[src/rtl/cpu_pkg.sv]
// cpu_pkg: shared definitions for the Z80 timing/interrupt controller.
//   spd_e        turbo select encodings (each step doubles the CPU rate)
//   DIV_W_DEF    default divider width (16 master clocks per T-state)
//   INT_LEN_DEF  default frame interrupt length in T-states
//   cpu_period   T-state length in master clocks for a divider width/speed
package cpu_pkg;

  typedef enum logic [1:0] {
    SPD_X1 = 2'd0,
    SPD_X2 = 2'd1,
    SPD_X4 = 2'd2,
    SPD_X8 = 2'd3
  } spd_e;

  localparam int unsigned DIV_W_DEF   = 4;
  localparam int unsigned INT_LEN_DEF = 32;

  // Caller guarantees spd <= div_w-1, so the period is always >= 2.
  function automatic int unsigned cpu_period(input int unsigned div_w,
                                             input logic [1:0]  spd);
    return 32'd1 << (div_w - 32'(spd));
  endfunction

endpackage

[src/rtl/cpu_int_gen.sv]
// cpu_int_gen: frame interrupt generator.
//   clock, reset  master clock, async active-low reset
//   pe            T-state strobe; counts down the pulse length
//   vsync         frame sync; a rising edge starts the pulse while idle
//   m1, iorq      core M1_n / IORQ_n, used only when CPU_INT_ACK_EN is defined
//   irq           INT_n to the core, active low, registered
// Macro CPU_INT_ACK_EN: release irq early on an interrupt acknowledge cycle.
module cpu_int_gen
  import cpu_pkg::*;
#(
  parameter int unsigned INT_LEN = INT_LEN_DEF
) (
  input  logic clock,
  input  logic reset,
  input  logic pe,
  input  logic vsync,
  input  logic m1,
  input  logic iorq,
  output logic irq
);

  logic       irq_q, irq_d;
  logic       vsync_dly_q, vsync_dly_d;
  logic [7:0] icnt_q, icnt_d;

  always_comb begin
    irq_d       = irq_q;
    icnt_d      = icnt_q;
    vsync_dly_d = vsync;
    if (irq_q) begin
      // Edges during an active pulse fall in the else branch and are dropped,
      // including one that lands on the releasing tick.
      if (vsync && !vsync_dly_q) begin
        irq_d  = 1'b0;
        icnt_d = 8'(INT_LEN - 1);
      end
    end else if (pe) begin
      if (icnt_q == 8'd0) begin
        irq_d = 1'b1;
      end else begin
        icnt_d = icnt_q - 8'd1;
      end
    end
`ifdef CPU_INT_ACK_EN
    if (!irq_q && !m1 && !iorq) begin
      irq_d  = 1'b1;
      icnt_d = 8'd0;
    end
`endif
  end

`ifndef CPU_INT_ACK_EN
  logic unused_ack;
  assign unused_ack = m1 & iorq;
`endif

  always_ff @(posedge clock or negedge reset) begin
    if (!reset) begin
      irq_q       <= 1'b1;
      icnt_q      <= '0;
      vsync_dly_q <= 1'b0;
    end else begin
      irq_q       <= irq_d;
      icnt_q      <= icnt_d;
      vsync_dly_q <= vsync_dly_d;
    end
  end

  assign irq = irq_q;

endmodule

[src/rtl/cpu_clk_ctl.sv]
// cpu_clk_ctl: clock-enable and interrupt controller for the Z80 core wrapper.
//   clock    master clock
//   reset    asynchronous reset, active low
//   speed    turbo select (0 = base, each step doubles), clamped to DIV_W-1
//   contend  hold the CPU at the end of the current T-state
//   vsync    frame sync, active high, synchronous to clock
//   m1, iorq core M1_n / IORQ_n (acknowledge, only with CPU_INT_ACK_EN)
//   pe, ne   one-clock positive/negative edge enables to CEN_p / CEN_n
//   irq      INT_n to the core, active low
//   tick     pe qualified by irq low
// Macro CPU_INT_ACK_EN: enables early irq release on interrupt acknowledge.
module cpu_clk_ctl
  import cpu_pkg::*;
#(
  parameter int unsigned DIV_W   = DIV_W_DEF,
  parameter int unsigned INT_LEN = INT_LEN_DEF
) (
  input  logic       clock,
  input  logic       reset,
  input  logic [1:0] speed,
  input  logic       contend,
  input  logic       vsync,
  input  logic       m1,
  input  logic       iorq,
  output logic       pe,
  output logic       ne,
  output logic       irq,
  output logic       tick
);

  logic [DIV_W-1:0] cnt_q, cnt_d;
  logic [DIV_W-1:0] last_cnt, half_cnt;
  spd_e             spd_q, spd_d, spd_clamp;
  logic             pe_q, pe_d;
  logic             ne_q, ne_d;
  int unsigned      per;

  // Speed only changes on a wrap (cnt back to 0), so cnt never exceeds last_cnt.
  always_comb begin
    per       = cpu_period(DIV_W, spd_q);
    last_cnt  = DIV_W'(per - 32'd1);
    half_cnt  = DIV_W'((per >> 1) - 32'd1);
    spd_clamp = (32'(speed) > DIV_W - 1) ? spd_e'(2'(DIV_W - 1)) : spd_e'(speed);
  end

  always_comb begin
    cnt_d = cnt_q;
    spd_d = spd_q;
    pe_d  = 1'b0;
    if (cnt_q == last_cnt) begin
      // Contention holds cnt at the last count; pe waits for contend low.
      if (!contend) begin
        cnt_d = '0;
        pe_d  = 1'b1;
        spd_d = spd_clamp;
      end
    end else begin
      cnt_d = cnt_q + 1'b1;
    end
    ne_d = (cnt_q == half_cnt);
  end

  always_ff @(posedge clock or negedge reset) begin
    if (!reset) begin
      cnt_q <= '0;
      spd_q <= SPD_X1;
      pe_q  <= 1'b0;
      ne_q  <= 1'b0;
    end else begin
      cnt_q <= cnt_d;
      spd_q <= spd_d;
      pe_q  <= pe_d;
      ne_q  <= ne_d;
    end
  end

  cpu_int_gen #(
    .INT_LEN (INT_LEN)
  ) u_int_gen (
    .clock (clock),
    .reset (reset),
    .pe    (pe_q),
    .vsync (vsync),
    .m1    (m1),
    .iorq  (iorq),
    .irq   (irq)
  );

  assign pe   = pe_q;
  assign ne   = ne_q;
  // Gate of two flop outputs; includes the releasing pe since irq rises a clock later.
  assign tick = pe_q & ~irq;

endmodule

[config.mk]
export PLATFORM = sky130hd
export DESIGN_NAME = cpu_clk_ctl
export DESIGN_NICKNAME = d
export VERILOG_FILES = /design/src/rtl/cpu_pkg.sv /design/src/rtl/cpu_int_gen.sv /design/src/rtl/cpu_clk_ctl.sv
export SDC_FILE = /design/constraint.sdc
export NUM_CORES = 1
export LEC_CHECK = 0
export CAP_MARGIN = 20
export CORE_MARGIN = 4
export CORE_UTILIZATION = 51
export CTS_BUF_LIST = sky130_fd_sc_hd__clkbuf_2
export CTS_CLUSTER_DIAMETER = 120
export DETAILED_ROUTE_END_ITERATION = 10
export PLACE_DENSITY = 0.77
export SETUP_SLACK_MARGIN = 0.2
export SLEW_MARGIN = 10
export SYNTH_ARGS = -nofsm -noshare
export SYNTH_HDL_FRONTEND = slang
export SYNTH_SLANG_ARGS = --single-unit
[constraint.sdc]
create_clock -name clock -period 1.7 [get_ports clock]
set_input_delay 0.17 -clock clock [delete_from_list [all_inputs] [get_ports clock]]
set_output_delay 0.17 -clock clock [all_outputs]
set_load 0.01 [all_outputs]
==> results.md, run 1 <==
* Vias in the first global route at about 1.1k
* Worst reg2reg path depth at 4
* CTS Hold Buffers Added at 0
* Async SR Flop Fraction at between 90% and 100%
* Wire per inst at 18.4 microns
* # DRC at 0
* Reg2reg start: u_int_gen.icnt_q[3]$_DFFE_PN0P_
* CP startpoint kind: flip-flop
* Final Hold Fails at 0
* Main synth FF type: dfrtp_1
* Combinational power share at between 50 and 60%
* Clk pwr share at 9.2%
* Syn-to-layout area delta at 58.0%
* Clock sink count at 18
* R2r endpoint: u_int_gen.irq$_DFF_PN1_
* Slew Viols, Final at 0
* Share of cells above drive strength 1 at between 40% and 50%
* Routed Antenna Nets at 0
* IO Port Bufs at 9
* Setup crit start: u_int_gen.icnt_q[3]$_DFFE_PN0P_
* Final setup margin at -0.0537 ns
* Initial DRT Pass Iterations at 4
* Die W at 53.2 microns
* Htree depth at 1
* Synth cell types at 42
* TNS Setup at -0.160 ns
* Peak supply drop at 1.01 mV
* RSZ-0062 raised after global routing: true
* Post-Syn Instances at 107
* Place WS at about 0.0099 ns
* Final Setup Violations at 7
* P_int at 1.27 mW
* First-pass GRT wire length at 4810 microns
* Post-synthesis sequential area ratio at approximately 43%
* Most common cell after layout, fill and taps aside: buf_4
* Top-level I/O count at 12
* Worst min path class: input port to async pin
* Endpoint class of the critical path: flip-flop
* Starting Density at 53.5%
* Root Buffer: clkbuf_2
* Max FO, Critical Path at 3
* Fin nets at 168
* Synth top area cells: dfrtp_1, ha_1, a21oi_1
* Clk Latency, worst-skew pair at roughly 0.32 ns
* Largest area contributor in the netlist: dfrtp_1
* WP data required at just under 2 ns
* WHS at 0.130 ns
* Reg2Reg Setup Slack at -0.05 ns
* Via count at 1072
* Yosys reg bits at 18
* # diodes at 0
* Global route overflow at 0
* Skew final at 0.0158 ns
* Vias/cell at around 5.9
* Num CTS Buffers at 3
* CTS Buffer Depth at 2
* Synth Area per Inst at 9.72 sq um
* PD cells at roughly 1300 nW/um^2
* Clock transition at path regs at 0.19 ns
* Max-Cap Viols at 0
* Status: finished with violations
* All-Layer GR Usage at 23.4%
* Core area at 1940 sq um
* CP endpoint: u_int_gen.irq$_DFF_PN1_
* Tot Pwr at 2.11 mW
* Switching Fraction at 39.8%
* Lkg Pwr at just over 0.7 nW
* Fmax at roughly 0.57 GHz
* Failing checks: negative setup slack
* Max-slew headroom at 69.0%
* Share of the synthesized area in the top cell type at 40.9%
* Sequential power share at 36.1%
* Sequential Area at 457 sq um
* Ys Warns at 0
* Die height at 53.2 microns
* Critical path arrival at 2.00 ns
* Switching Power at 0.841 mW
* Final Critical Period at 1.75 ns
* Final core occ at between 80% and 90%
* Syn Nets at between 100 and 150
* Synthesized area at 1040 sq um
* Initial antenna violation count at 0
* Most frequent cells in the layout: buf_4, dfrtp_1, nand2_1, nor2_1
* DRT iter0 DRCs at 39
* Die area at 2820 sq um
* Num rows at 16
* Slew @ Worst Pin at 0.463 ns
* Total Wirelength at 3360 microns
* DP Wirelength at between 1500 and 2000 microns
* WS Path Type: flip-flop to flip-flop
* Multi-input gate area at 691 sq um
* CTS tree: done
* Largest net degree at the start of global routing at 12
* Number of enable flip-flop cells after synthesis at 0
* Final Wtd Congestion at 0.837
* Final worst path period share at 103%
* Fill count at 100
final cells by class:
type | instances | share of cell area [%]
multi-input combinational | 78 | 42.0
clock inverter | 1 | 0.228
inverter | 7 | 1.60
sequential | 18 | 27.8
timing repair buffer | 49 | 25.4
clock buffer | 3 | 0.914
tap | 27 | 2.06
cells by family after synthesis:
group           count (synthesis)  synth area share (%)
simple gates                   43                  25.2
compound gates                 25                  17.2
fa+ha+maj                       3                  3.61
flops                          18                  43.4
buf+inv                        11                  3.97
mux                             4                  4.09
xor+xnor                        3                  2.53
synth_stat cells (all sizes together), types with 3 or more instances:
| cell | n |
|---|---|
| a21oi | 8 |
| clkbuf | 3 |
| dfrtp | 17 |
| ha | 3 |
| inv | 7 |
| nand2 | 7 |
| nand2b | 5 |
| nand3 | 3 |
| nor2 | 8 |
| nor4b | 3 |
| o21ai | 3 |
| or3 | 4 |
through the flow:
step                      area (sq um)  std cells
final                             1640        183
after global routing              1640        183
after CTS                         1520        174
after detailed placement          1300        153
after global placement            1300        153
after floorplan                   1090        107
per-layer routing:
layer	global-route usage (%)	wire length [microns]
met2	46.5	1850
met1	25.7	1280
met4	7.66	147
met5	0	0
met3	1.69	85
flip-flops by register name, summed over array words and instances, names as in the netlist:
name	cells
u_int_gen.icnt_q	8
ne	1
spd_q	2
cnt_q	4
pe	1
u_int_gen.irq	1
u_int_gen.vsync_dly_q	1
critical path, cell delays in order, from the launching register on:
cell and delay [ns]:
dfrtp_1 0.47, or4_4 0.52, nor4b_4 0.43, a21oi_1 0.12
nor2_1 0.14
worst min path at each step:
stage                                         start                               to  cells after the start
floorplan                                     reset             cnt_q[0]$_DFFE_PN0P_                      0
global placement    u_int_gen.icnt_q[0]$_DFFE_PN0P_  u_int_gen.icnt_q[0]$_DFFE_PN0P_                      1
detailed placement  u_int_gen.icnt_q[0]$_DFFE_PN0P_  u_int_gen.icnt_q[0]$_DFFE_PN0P_                      1
CTS                                           reset  u_int_gen.icnt_q[6]$_DFFE_PN0P_                      1
global route                                  reset  u_int_gen.icnt_q[6]$_DFFE_PN0P_                      1
finish                                        reset  u_int_gen.icnt_q[6]$_DFFE_PN0P_                      1
timing repair:
| action | 4_1_cts | 5_1_grt |
|---|---|---|
| cloned | 0 | 0 |
| setup buffers | 17 | 9 |
| pin swaps | 13 | 12 |
| resized for setup | 19 | 15 |
| setup endpoints to repair | 16 | 19 |
power groups by stage:
stage,clock [mW],sequential (mW),combinational (mW)
after floorplan,0,0.664,0.554
after global placement,0,0.743,0.751
after detailed placement,0,0.748,0.784
after CTS,0.188,0.740,0.984
after global routing,0.205,0.779,1.26
final,0.195,0.762,1.16
Note: power is estimated with default switching activity, not from simulation.
==> run 2: changes to the inputs <==
--- a/config.mk
+++ b/config.mk
@@ -12,7 +12,6 @@
 export CTS_CLUSTER_DIAMETER = 120
 export DETAILED_ROUTE_END_ITERATION = 10
 export PLACE_DENSITY = 0.77
-export SETUP_SLACK_MARGIN = 0.2
 export SLEW_MARGIN = 10
 export SYNTH_ARGS = -nofsm -noshare
 export SYNTH_HDL_FRONTEND = slang
==> run 2 against run 1 <==
Effect of this change: the flow now finishes without violations; critical path depth stayed put; cell area fell by 17%; utilization down 14 points; critical path type unchanged; critical endpoint is now u_int_gen.icnt_q[7]$_DFFE_PN0P_; largest cell class unchanged.
==> results.md, run 2 (same netlist as run 1, synthesis figures left out) <==
* Status: finished, final reports clean
* Skew final at about 0.025 ns
* Critical-path cell list: or4_4 > a2111oi_2 > xnor2_1 > nor2_1
* First-pass GRT wire length at 3650 microns
* # diodes at 0
* Max-slew headroom at 71.5%
* Via count at 900
* Top flop regs: u_int_gen.icnt_q: 8 flops, cnt_q: 4 flops, spd_q: 2 flops
* Lkg Pwr at a little under 0.6 nW
* PD cells at 1320 nW/um^2
* Root Buffer: clkbuf_2
* Initial DRT Pass Iterations at 4
* P_int at 1.10 mW
* Final Setup Violations at 0
* WHS at around 0.14 ns
* Clk pwr share at around 10%
* WS Path Type: flip-flop to flip-flop
* CTS Buffer Depth at 2
* Max FO, Critical Path at 2
* Setup crit start: u_int_gen.icnt_q[6]$_DFFE_PN0P_
* Most frequent cells in the layout: buf_4, dfrtp_1, nor2_1
* Reg2Reg Setup Slack at 0.02 ns
* CTS tree: done
* CP startpoint kind: flip-flop
* Share of cells above drive strength 1 at 27.1%
* Placed insts at 152
* Worst reg2reg path depth at 4
* Top-level I/O count at 12
* Die height at ~53 microns
* Max-Cap Viols at 0
* Max FFs per register at 8
* DP Wirelength at 1680 microns
* Switching Power at 0.688 mW
* Worst min path class: input port to async pin
* R2r endpoint: u_int_gen.icnt_q[7]$_DFFE_PN0P_
* Post-route insts no fill at 160
* Largest net degree at the start of global routing at 12
* Peak supply drop at 0.824 mV
* Slew Viols, Final at 0
* Clk Latency, worst-skew pair at 0.30 ns
* Critical-path top delay cell: or4_4
* RSZ-0062 raised after global routing: true
* Buffer and inverter count on the worst path at 0
* Global route overflow at 0
* Die W at between 50 and 60 microns
* Total Wirelength at 2240 microns
* Tot Pwr at 1.79 mW
* Fmax at 0.597 GHz
* Final worst path period share at 98.6%
* Vias in the first global route at 841
* Critical path depth in cells at 4
* Fin nets at between 100 and 150
* Combinational power share at 47.4%
* Syn-to-layout area delta at 30.9%
* Core area at 1940 sq um
* WP data required at 1.91 ns
* Initial antenna violation count at 0
* IO Port Bufs at 9
* Num CTS Buffers at 3
* Clock transition at path regs at 0.19 ns
* Sequential power share at about 43%
* Cell family contributing the most delay on the critical path: simple AND/OR/NAND/NOR gates
* Largest stage delay, worst path at about 0.57 ns
* TNS Setup at 0 ns
* Clock sink count at 18
* Final Critical Period at 1.68 ns
* Final setup margin at 0.0238 ns
* CTS Hold Buffers Added at 0
* Switching Fraction at 38.4%
* Wire per inst at 14.0 microns
* Biggest register: u_int_gen.icnt_q
* Routed Antenna Nets at 0
* Vias/cell at 5.63
* # DRC at 0
* Place WS at -0.0300 ns
* Htree depth at 1
* CP endpoint: u_int_gen.icnt_q[7]$_DFFE_PN0P_
* Final Hold Fails at 0
* Reg2reg start: u_int_gen.icnt_q[6]$_DFFE_PN0P_
* Die area at 2820 sq um
* Critical path arrival at 1.88 ns
* Starting Density at 53.5%
* Most common cell after layout, fill and taps aside: buf_4
* Num rows at 16
* Endpoint class of the critical path: flip-flop
* Final Wtd Congestion at about 0.78
* DRT iter0 DRCs at 13
* Slew @ Worst Pin at 0.426 ns
* All-Layer GR Usage at 17.9%
## run 2: cell type report
class / count / area, sq um
clock buffer: 3 / 15.0
sequential: 18 / 457
timing repair buffer: 26 / 223
multi-input combinational: 78 / 603
inverter: 7 / 26.3
clock inverter: 1 / 3.75
fill: 162 / 581
tap: 27 / 33.8
## run 2: worst min path at each step
stage,from,to,slack (ns),depth (start not counted)
final,reset,u_int_gen.icnt_q[7]$_DFFE_PN0P_,0.14,1
after detailed placement,u_int_gen.icnt_q[0]$_DFFE_PN0P_,u_int_gen.icnt_q[0]$_DFFE_PN0P_,0.49,1
after global placement,u_int_gen.icnt_q[0]$_DFFE_PN0P_,u_int_gen.icnt_q[0]$_DFFE_PN0P_,0.49,1
after global routing,reset,u_int_gen.icnt_q[7]$_DFFE_PN0P_,0.17,1
after CTS,reset,u_int_gen.icnt_q[7]$_DFFE_PN0P_,0.14,1
after floorplan,reset,cnt_q[0]$_DFFE_PN0P_,-0.13,0
## run 2: what timing repair did
action / in CTS / in global routing
setup endpoints to repair: 3 / 10
gates cloned: 0 / 0
resized for setup: 5 / 8
pin swaps: 0 / 1
buffers inserted: 2 / 2
## run 2: worst register-to-register path: stages, from the launching register on
cell       delay (ns)
dfrtp_1          0.42
or4_4            0.57
a2111oi_2        0.38
xnor2_1          0.16
nor2_1           0.05
## run 2: routing by layer
layer	up-vias	track usage, %	share of wire, %
met2	9	31.8	55
met3	2	1.97	2.5
met5	-	0	0
met1	451	21.1	42
li1	438	-	-
met4	0	8.51	0.76
## run 2: per-stage QoR
stage	area, sq um	util, %
6_report	1360	70.1
5_1_grt	1360	70.1
4_1_cts	1320	67.8
3_5_place_dp	1270	65.3
3_3_place_gp	1270	65.3
2_1_floorplan	1060	-
## run 2: power groups by stage
stage	sequential, mW	clock (mW)	combinational (mW)
after floorplan	0.660	0	0.550
after global placement	0.742	0	0.741
after detailed placement	0.747	0	0.780
after CTS	0.743	0.186	0.802
after global routing	0.785	0.201	0.939
final	0.761	0.181	0.850
==> run 3: changes to the inputs <==
--- a/config.mk
+++ b/config.mk
@@ -11,6 +11,7 @@
 export CTS_BUF_LIST = sky130_fd_sc_hd__clkbuf_2
 export CTS_CLUSTER_DIAMETER = 120
 export DETAILED_ROUTE_END_ITERATION = 10
+export GPL_TIMING_DRIVEN = 0
 export PLACE_DENSITY = 0.77
 export SLEW_MARGIN = 10
 export SYNTH_ARGS = -nofsm -noshare
==> run 3 against run 2 <==
Effect of this change: the flow now finishes with violations (negative setup slack); clock power is 8% higher; clock skew is 0.0051 ns lower; cell area is 1.9% lower; power is 0.37% lower; flip-flop and latch count stayed put; critical path type unchanged; largest power group unchanged; highest routed layer unchanged.
==> results.md, run 3 (same netlist as run 1, synthesis figures left out) <==
* Most Used Layer, Global Route: met2
* Reg2reg start: cnt_q[1]$_DFFE_PN0P_
* Biggest register: u_int_gen.icnt_q
* Routed Antenna Nets at 0
* CTS tree: done
* Initial DRT Pass Iterations at 4
* Max-slew headroom at between 40% and 50%
* CTS Buffer Depth at 2
* Max-Cap Viols at 0
* Via count at 865
* Slew @ Worst Pin at 0.794 ns
* Peak supply drop at 0.937 mV
* Placed insts at 143
* Final setup margin at -0.00705 ns
* Root Buffer: clkbuf_2
* Initial antenna violation count at 0
* CP startpoint kind: flip-flop
* Top flop regs: u_int_gen.icnt_q: 8 flops, cnt_q: 4 flops, spd_q: 2 flops
* WP data required at 1.92 ns
* Final Setup Violations at 1
* Num CTS Buffers at 3
* Share of cells above drive strength 1 at ~28%
* # DRC at 0
* Vias/cell at 5.62
* Num rows at 16
* DP Wirelength at 1600 microns
* Final worst path period share at 100%
* Most frequent cells in the layout: dfrtp_1, buf_4, nor2_1
* Syn-to-layout area delta at 28.4%
* Slew Viols, Final at 0
* Htree depth at 1
* CTS Hold Buffers Added at 0
* Lkg Pwr at about 0.53 nW
* Final Critical Period at about 1.7 ns
* Final Wtd Congestion at 0.756
* Clock transition at path regs at 0.18 ns
* Skew final at 0.0198 ns
* Fill count at roughly 160
* Met1 Use GR at between 10% and 20%
* Die area at 2820 sq um
* Total Wirelength at 2240 microns
* All-Layer GR Usage at 17.6%
* Starting Density at a little over half
* RSZ-0062 raised after global routing: true
* Status: finished with violations
* Endpoint class of the critical path: flip-flop
* Clk Latency, worst-skew pair at 0.31 ns
* Failing checks: negative setup slack
* Die height at 53.2 microns
* Worst min path class: input port to async pin
* Max FO, Critical Path at 4
* R2r endpoint: spd_q[1]$_DFFE_PN0P_
* Global route overflow at 0
* Clock sink count at 18
* Final Hold Fails at 0
* IO Port Bufs at 9
* # diodes at 0
* Vias in the first global route at 853
* Top-level I/O count at 12
* Wire per inst at 14.5 microns
* DRT iter0 DRCs at 17
* Fmax at 0.586 GHz
* Largest net degree at the start of global routing at 19
* Post-route insts no fill at roughly 150
* PD cells at 1340 nW/um^2
* Reg2Reg Setup Slack at -0.007 ns
* Setup crit start: cnt_q[1]$_DFFE_PN0P_
* First-pass GRT wire length at between 3000 and 4000 microns
* Place WS at -0.159 ns
* Critical path arrival at ~1.9 ns
* Met3 Usage GRT at 2.25%
* WS Path Type: flip-flop to flip-flop
* Max FFs per register at 8
* Core area at 1940 sq um
* Worst reg2reg path depth at 4
* Die W at approximately 53 microns
* Fin nets at 139
* Grt met2 use at around a third
==> run 3: cell count changes in the layout (fill, tap and decap cells not counted), sizes merged <==
cell,before,now
dlygate4sd2,0,2
clkbuf,3,5
clkinv,1,0
dlymetal6s2s,2,0
buf,17,10
==> run 3: power by group <==
group          total [mW]  internal [mW]  leakage [nW]  switching (mW)
combinational       0.837          0.456         0.315           0.381
sequential          0.753          0.569         0.201           0.185
clock               0.196         0.0623        0.0166           0.134
==> run 3: stage by stage <==
step | TNS (ns) | hold slack (ns) | util [%] | cell area (sq um) | total power [mW]
finish | -0.00705 | 0.290 | 68.8 | 1340 | 1.79
detailed placement | -0.216 | 0.502 | 61.0 | 1180 | 1.41
global route | -0.203 | 0.338 | 68.8 | 1340 | 1.92
global placement | -0.119 | 0.485 | 61.0 | 1180 | 1.36
floorplan | -0.00581 | -0.126 | - | 1060 | 1.21
CTS | -0.0160 | 0.315 | 64.8 | 1260 | 1.65
==> run 3: final cells by class <==
class | count | area, sq um | area share, %
timing repair buffer | 19 | 163 | 12.2
inverter | 7 | 26.3 | 1.97
buffer | 1 | 3.75 | 0.281
tap | 27 | 33.8 | 2.53
multi-input combinational | 78 | 628 | 47.0
sequential | 18 | 460 | 34.5
clock buffer | 4 | 20.0 | 1.50
==> run 3: worst max-delay path, stage by stage, from the launching register on <==
cell and delay (ns):
dfrtp_2 0.45, nand2b_4 0.16, or4b_4 0.53, a21oi_4 0.19, mux2_4 0.31
==> run 3: per-layer routing <==
metal  vias up  routed length, microns
li1        428                       -
met1       409                     970
met2        22                    1160
met3         6                      57
met4         0                      46
met5         -                       0
==> run 3: what timing repair did <==
action	4_1_cts	5_1_grt
pin swaps	0	4
hold endpoints to repair	0	0
setup buffers	3	7
setup endpoints to repair	8	10
resized for setup	13	6
==> run 3: worst max path at each step <==
| stage | to | slack [ns] |
|---|---|---|
| 2_1_floorplan | spd_q[1]$_DFFE_PN0P_ | -0.006 |
| 3_3_place_gp | spd_q[1]$_DFFE_PN0P_ | -0.12 |
| 3_5_place_dp | spd_q[1]$_DFFE_PN0P_ | -0.16 |
| 4_1_cts | spd_q[1]$_DFFE_PN0P_ | -0.02 |
| 5_1_grt | u_int_gen.icnt_q[5]$_DFFE_PN0P_ | -0.06 |
| 6_report | spd_q[1]$_DFFE_PN0P_ | -0.007 |
